**src/rtl/tape_mem_arbiter_if.sv**
```systemverilog
// Bus bundle for the tape memory arbiter: interpreter core port, display scanner port, tape RAM port.
// The arbiter connects through the slave modport; requesters and the RAM use the master modport.
interface tape_mem_arbiter_if #(
  parameter int ADDR_W = 8,
  parameter int DATA_W = 8
);
  logic              core_req;
  logic              core_we;
  logic [ADDR_W-1:0] core_addr;
  logic [DATA_W-1:0] core_wdata;
  logic              core_ack;
  logic [DATA_W-1:0] core_rdata;

  logic              scan_req;
  logic [ADDR_W-1:0] scan_addr;
  logic              scan_ack;
  logic [DATA_W-1:0] scan_rdata;

  logic [ADDR_W-1:0] mem_addr;
  logic              mem_we;
  logic [DATA_W-1:0] mem_wdata;
  logic [DATA_W-1:0] mem_rdata;

  logic              busy;

  modport slave (
    input  core_req, core_we, core_addr, core_wdata,
    output core_ack, core_rdata,
    input  scan_req, scan_addr,
    output scan_ack, scan_rdata,
    output mem_addr, mem_we, mem_wdata,
    input  mem_rdata,
    output busy
  );

  modport master (
    output core_req, core_we, core_addr, core_wdata,
    input  core_ack, core_rdata,
    output scan_req, scan_addr,
    input  scan_ack, scan_rdata,
    input  mem_addr, mem_we, mem_wdata,
    output mem_rdata,
    input  busy
  );
endinterface

```
**src/rtl/tape_mem_arbiter.sv**
```systemverilog
// Two-requester arbiter (interpreter core over display scanner) for a single-port synchronous tape RAM.
// Define TAPE_ARB_STARVE_GUARD_EN to let the scanner through after STARVE_MAX contended core grants.
module tape_mem_arbiter #(
  parameter int ADDR_W     = 8,
  parameter int DATA_W     = 8,
  parameter int STARVE_MAX = 4
) (
  input logic             clk,
  input logic             reset,
  tape_mem_arbiter_if.slave bus
);

  if (STARVE_MAX < 1 || STARVE_MAX > 15) begin : g_starve_max_range
    $error("tape_mem_arbiter: STARVE_MAX must be within 1..15");
  end

  typedef enum logic [1:0] {IDLE, ACCESS, DONE} state_t;

  state_t            state;
  logic              owner_scan;
  logic              lat_we;
  logic [ADDR_W-1:0] mem_addr_q;
  logic              mem_we_q;
  logic [DATA_W-1:0] mem_wdata_q;
  logic              core_ack_q;
  logic              scan_ack_q;
  logic              busy_q;
  logic [DATA_W-1:0] core_rdata_q;
  logic [DATA_W-1:0] scan_rdata_q;
  logic              grant_scan;

`ifdef TAPE_ARB_STARVE_GUARD_EN
  logic [3:0] starve_cnt;

  assign grant_scan = bus.scan_req && (!bus.core_req || starve_cnt == 4'(STARVE_MAX));

  // Counts core grants that were made while the scanner was waiting; only evaluated in IDLE.
  always_ff @(posedge clk) begin
    if (reset) begin
      starve_cnt <= '0;
    end else if (state == IDLE) begin
      if (!bus.scan_req || grant_scan) begin
        starve_cnt <= '0;
      end else if (bus.core_req) begin
        starve_cnt <= starve_cnt + 4'd1;
      end
    end
  end
`else
  assign grant_scan = bus.scan_req && !bus.core_req;
`endif

  always_ff @(posedge clk) begin
    if (reset) begin
      state        <= IDLE;
      owner_scan   <= 1'b0;
      lat_we       <= 1'b0;
      mem_addr_q   <= '0;
      mem_we_q     <= 1'b0;
      mem_wdata_q  <= '0;
      core_ack_q   <= 1'b0;
      scan_ack_q   <= 1'b0;
      busy_q       <= 1'b0;
      core_rdata_q <= '0;
      scan_rdata_q <= '0;
    end else begin
      case (state)
        IDLE: begin
          if (bus.core_req || bus.scan_req) begin
            state      <= ACCESS;
            busy_q     <= 1'b1;
            owner_scan <= grant_scan;
            if (grant_scan) begin
              mem_addr_q  <= bus.scan_addr;
              mem_we_q    <= 1'b0;
              mem_wdata_q <= '0;
              lat_we      <= 1'b0;
            end else begin
              mem_addr_q  <= bus.core_addr;
              mem_we_q    <= bus.core_we;
              mem_wdata_q <= bus.core_wdata;
              lat_we      <= bus.core_we;
            end
          end
        end
        ACCESS: begin
          state      <= DONE;
          mem_we_q   <= 1'b0;
          core_ack_q <= !owner_scan;
          scan_ack_q <= owner_scan;
        end
        DONE: begin
          state       <= IDLE;
          busy_q      <= 1'b0;
          core_ack_q  <= 1'b0;
          scan_ack_q  <= 1'b0;
          mem_addr_q  <= '0;
          mem_wdata_q <= '0;
          if (!lat_we) begin
            if (owner_scan) begin
              scan_rdata_q <= bus.mem_rdata;
            end else begin
              core_rdata_q <= bus.mem_rdata;
            end
          end
        end
        default: state <= IDLE;
      endcase
    end
  end

  // RAM data arrives during DONE, so a read passes it straight through while ack is high.
  assign bus.core_rdata = (core_ack_q && !lat_we) ? bus.mem_rdata : core_rdata_q;
  assign bus.scan_rdata = (scan_ack_q && !lat_we) ? bus.mem_rdata : scan_rdata_q;
  assign bus.core_ack   = core_ack_q;
  assign bus.scan_ack   = scan_ack_q;
  assign bus.mem_addr   = mem_addr_q;
  assign bus.mem_we     = mem_we_q;
  assign bus.mem_wdata  = mem_wdata_q;
  assign bus.busy       = busy_q;

endmodule

```
**src/flat_wrapper.sv**
```systemverilog
// flat-port wrapper written by rule: the top's interface ports become plain ports
module tape_mem_arbiter_flat 
#(
  parameter int ADDR_W     = 8,
  parameter int DATA_W     = 8,
  parameter int STARVE_MAX = 4
)
  (clk, reset, bus_core_req, bus_core_we, bus_core_addr, bus_core_wdata, bus_core_ack, bus_core_rdata, bus_scan_req, bus_scan_addr, bus_scan_ack, bus_scan_rdata, bus_mem_addr, bus_mem_we, bus_mem_wdata, bus_mem_rdata, bus_busy);
  tape_mem_arbiter_if #(.ADDR_W(ADDR_W), .DATA_W(DATA_W)) bus_i ();
  input logic clk;
  input logic reset;
  input wire logic [$bits(bus_i.core_req)-1:0] bus_core_req;
  input wire logic [$bits(bus_i.core_we)-1:0] bus_core_we;
  input wire logic [$bits(bus_i.core_addr)-1:0] bus_core_addr;
  input wire logic [$bits(bus_i.core_wdata)-1:0] bus_core_wdata;
  output wire logic [$bits(bus_i.core_ack)-1:0] bus_core_ack;
  output wire logic [$bits(bus_i.core_rdata)-1:0] bus_core_rdata;
  input wire logic [$bits(bus_i.scan_req)-1:0] bus_scan_req;
  input wire logic [$bits(bus_i.scan_addr)-1:0] bus_scan_addr;
  output wire logic [$bits(bus_i.scan_ack)-1:0] bus_scan_ack;
  output wire logic [$bits(bus_i.scan_rdata)-1:0] bus_scan_rdata;
  output wire logic [$bits(bus_i.mem_addr)-1:0] bus_mem_addr;
  output wire logic [$bits(bus_i.mem_we)-1:0] bus_mem_we;
  output wire logic [$bits(bus_i.mem_wdata)-1:0] bus_mem_wdata;
  input wire logic [$bits(bus_i.mem_rdata)-1:0] bus_mem_rdata;
  output wire logic [$bits(bus_i.busy)-1:0] bus_busy;
  assign bus_i.core_req = bus_core_req;
  assign bus_i.core_we = bus_core_we;
  assign bus_i.core_addr = bus_core_addr;
  assign bus_i.core_wdata = bus_core_wdata;
  assign bus_core_ack = bus_i.core_ack;
  assign bus_core_rdata = bus_i.core_rdata;
  assign bus_i.scan_req = bus_scan_req;
  assign bus_i.scan_addr = bus_scan_addr;
  assign bus_scan_ack = bus_i.scan_ack;
  assign bus_scan_rdata = bus_i.scan_rdata;
  assign bus_mem_addr = bus_i.mem_addr;
  assign bus_mem_we = bus_i.mem_we;
  assign bus_mem_wdata = bus_i.mem_wdata;
  assign bus_i.mem_rdata = bus_mem_rdata;
  assign bus_busy = bus_i.busy;
  tape_mem_arbiter #(.ADDR_W(ADDR_W), .DATA_W(DATA_W), .STARVE_MAX(STARVE_MAX)) u_core (.clk(clk), .reset(reset), .bus(bus_i));
endmodule
```
**config.mk**
```make
export PLATFORM = sky130hd
export DESIGN_NAME = tape_mem_arbiter_flat
export DESIGN_NICKNAME = d
export VERILOG_FILES = /design/src/rtl/tape_mem_arbiter_if.sv /design/src/rtl/tape_mem_arbiter.sv /design/src/flat_wrapper.sv
export SDC_FILE = /design/constraint.sdc
export NUM_CORES = 1
export LEC_CHECK = 0
export BUFFER_PORTS_ARGS = -buffer_cell sky130_fd_sc_hd__buf_4
export CAP_MARGIN = 20
export CORE_MARGIN = 2
export CORE_UTILIZATION = 47
export CTS_CLUSTER_DIAMETER = 80
export DETAILED_ROUTE_END_ITERATION = 7
export PLACE_DENSITY = 0.79
export SKIP_CTS_REPAIR_TIMING = 1
export SLEW_MARGIN = 20
export SYNTH_ARGS = -nofsm -noshare
export SYNTH_HDL_FRONTEND = slang
export SYNTH_SLANG_ARGS = --single-unit
```
**constraint.sdc**
```tcl
create_clock -name clk -period 2.1 [get_ports clk]
set_input_delay 0.21 -clock clk [delete_from_list [all_inputs] [get_ports clk]]
set_output_delay 0.21 -clock clk [all_outputs]
set_load 0.05 [all_outputs]
```
==> qor.yml <==
syn_inst: 168
ant_nets: 0
p_comb_frac: 0.303
dp.cells: 278
synth_edf_count: 0
drive_gt1_frac: 0.441
p_int_mw: 1.45
maxSlewHeadroom: 0.633
maxSlewViolCount: 0
cp_slowest_cell: "or3b_4"
dr.pass1.iters: 4
seq_area_frac_synth: 0.454
fin_skew_ns: 0.00919
grt_use_total: 0.192
p_clk_frac: 0.301
path_class: "flop to flop"
reg2reg_slack_ns: 0.19
io_pins: 73
viasPerCell: 5.15
switchingPower_uw: 708
leakagePower_nw: 1.15
clk_latency_ns: 0.29
yosys.cell_types.count: 31
power_mw: 2.16
powerDensity_nw_per_um2: 883
crit_buf_inv: 1
grt_pass1_vias: 1421
fp.dieW_um: 65.3
cts-root-buf: "clkbuf_8"
antenna_found_initial: 0
final.setup.tns_ns: 0
end_kind: "flop"
rsz0062_at_grt: "false"
ir_worst_vdd_mv: 0.503
period_share: 0.911
die_h_um: 65.3
seq_area_um2: 801
synthesis.area_um2: 1760
power_frac_seq: 0.396
grt-ovfl-total: 0
report.final.hold_viol_count: 0
syn_avg_cell_area_um2: 10.5
startpoint_type: "flop"
crit_fanout: 16
diodes: 0
clockBufferDepth: 2
fmax_mhz: 523
setup_viol_count_final: 0
p_sw_frac: 0.328
hpwl_mm: 2.81
die_area_um2: 4260
gp_congestion: 0.815
final_cell_count_no_fill: 286
drt_iter0_markers: 65
grt_pass1_wl_mm: 6.31
start_util: 0.486
ys.flop_type: "dfxtp_1"
min_period_ns: 1.91
hold_class: "primary input to flop"
slowest_delay_ns: 0.46
final_nets: 279
tightest_slew_ns: 0.550
cts_tree: "built"
drc: 0
grt_start_max_net_pins: 28
coreArea_um2: 3630
drv_cap: 0
row_count: 22
synth.net_count: 210
path_delay_family: "compound AO/OA/AOI/OAI gates"
ys_ff_latch: 40
io_buffers: 72
synth-async-reset-ratio: 0
cp.required_ns: 2.33
ys_warn_count: 0
outcome: "complete, no violations"
path_cells: "inv_1 -> ha_1 -> or3b_4 -> a21oi_4 -> a22o_2"
numCtsBuffers: 5
synthToLayoutAreaGrowth_pct: 38.7
final_cell_mix: "buf_4, dfxtp_1, nor2_1"
clk_pin_slew_ns: 0.08
cts_max_level: 2
cts.sinks: 40
drt_wl_total_mm: 3.85
multi_input_area_um2: 901
cp.arrival_ns: 2.15
detail_route.wl_per_cell_um: 13.5
fillCellCount: 303
via_count: 1474
final_common_cell: "buf_4"
[cell type report]
cell class | count | share of cell area
multi-input cells | 114 | 0.368
inverters | 2 | 0.00307
flip-flops and latches | 40 | 0.327
clock inverters | 2 | 0.0159
well taps | 48 | 0.0246
repair buffers | 74 | 0.227
clock buffers | 6 | 0.0338
[layer usage]
layer,GRT usage,routed length (µm),vias up,part of all wire
met1,0.231,1710,680,0.44
met4,0.0755,32,0,0.0083
met3,0.0668,272,4,0.071
li1,-,-,741,-
met5,0,0,-,0
met2,0.313,1840,49,0.48
[path summary, 6_finish.rpt]
| path | from | to | cells after the start |
|---|---|---|---|
| max | u_core.state[0] | u_core.bus.mem_wdata[2] | 5 |
| min | bus_core_wdata[4] | u_core.bus.mem_wdata[4] | 2 |
| max reg2reg | u_core.state[0] | u_core.bus.mem_wdata[2] | 5 |
| min reg2reg | u_core.bus.mem_addr[5] | u_core.bus.mem_addr[5] | 1 |
[per-stage QoR]
step / setup slack [ns] / hold slack [ns] / area (µm²) / utilization
3_5_place_dp: 0.236 / 0.433 / 2320 / 0.640
3_3_place_gp: 0.270 / 0.426 / 2320 / 0.640
5_1_grt: 0.0657 / 0.126 / 2450 / 0.673
4_1_cts: 0.163 / 0.122 / 2450 / 0.673
6_report: 0.186 / 0.134 / 2450 / 0.673
2_1_floorplan: 0.308 / 0.343 / 1760 / -
[cells by family after synthesis]
kind of cell | count (synthesis) | synth area share
AO/OA/AOI/OAI | 37 | 0.166
adder cells (fa/ha/maj) | 5 | 0.0355
buffers and inverters | 14 | 0.0383
flip-flops | 40 | 0.454
multiplexers | 33 | 0.199
AND/OR/NAND/NOR | 39 | 0.108
[registers in the layout, summed over array words and instances (netlist names), 2 cells and up]
signal                count
u_core.bus.mem_addr       8
u_core.bus.mem_wdata      8
u_core.core_rdata_q       8
u_core.scan_rdata_q       8
u_core.state              2
[cell usage after synthesis (all sizes together) (3+ instances only)]
cell | number | area (µm²)
o2bb2ai | 8 | 70.1
a21oi | 8 | 51.3
mux2i | 17 | 170
nand2 | 6 | 22.5
nand2b | 3 | 18.8
dfxtp | 40 | 801
clkbuf | 4 | 15.0
ha | 5 | 62.6
nor2 | 20 | 75.1
a22oi | 8 | 60.1
mux2 | 16 | 180
buf | 8 | 45.0
a22o | 8 | 72.6
[power by group through the flow]
stage	combinational [mW]	sequential (mW)	clock (mW)
6_report	0.655	0.855	0.650
5_1_grt	0.690	0.862	0.698
4_1_cts	0.659	0.856	0.664
3_5_place_dp	0.658	0.870	0
3_3_place_gp	0.651	0.872	0
2_1_floorplan	0.317	1.01	0
Note: power is estimated with default switching activity, not from simulation.
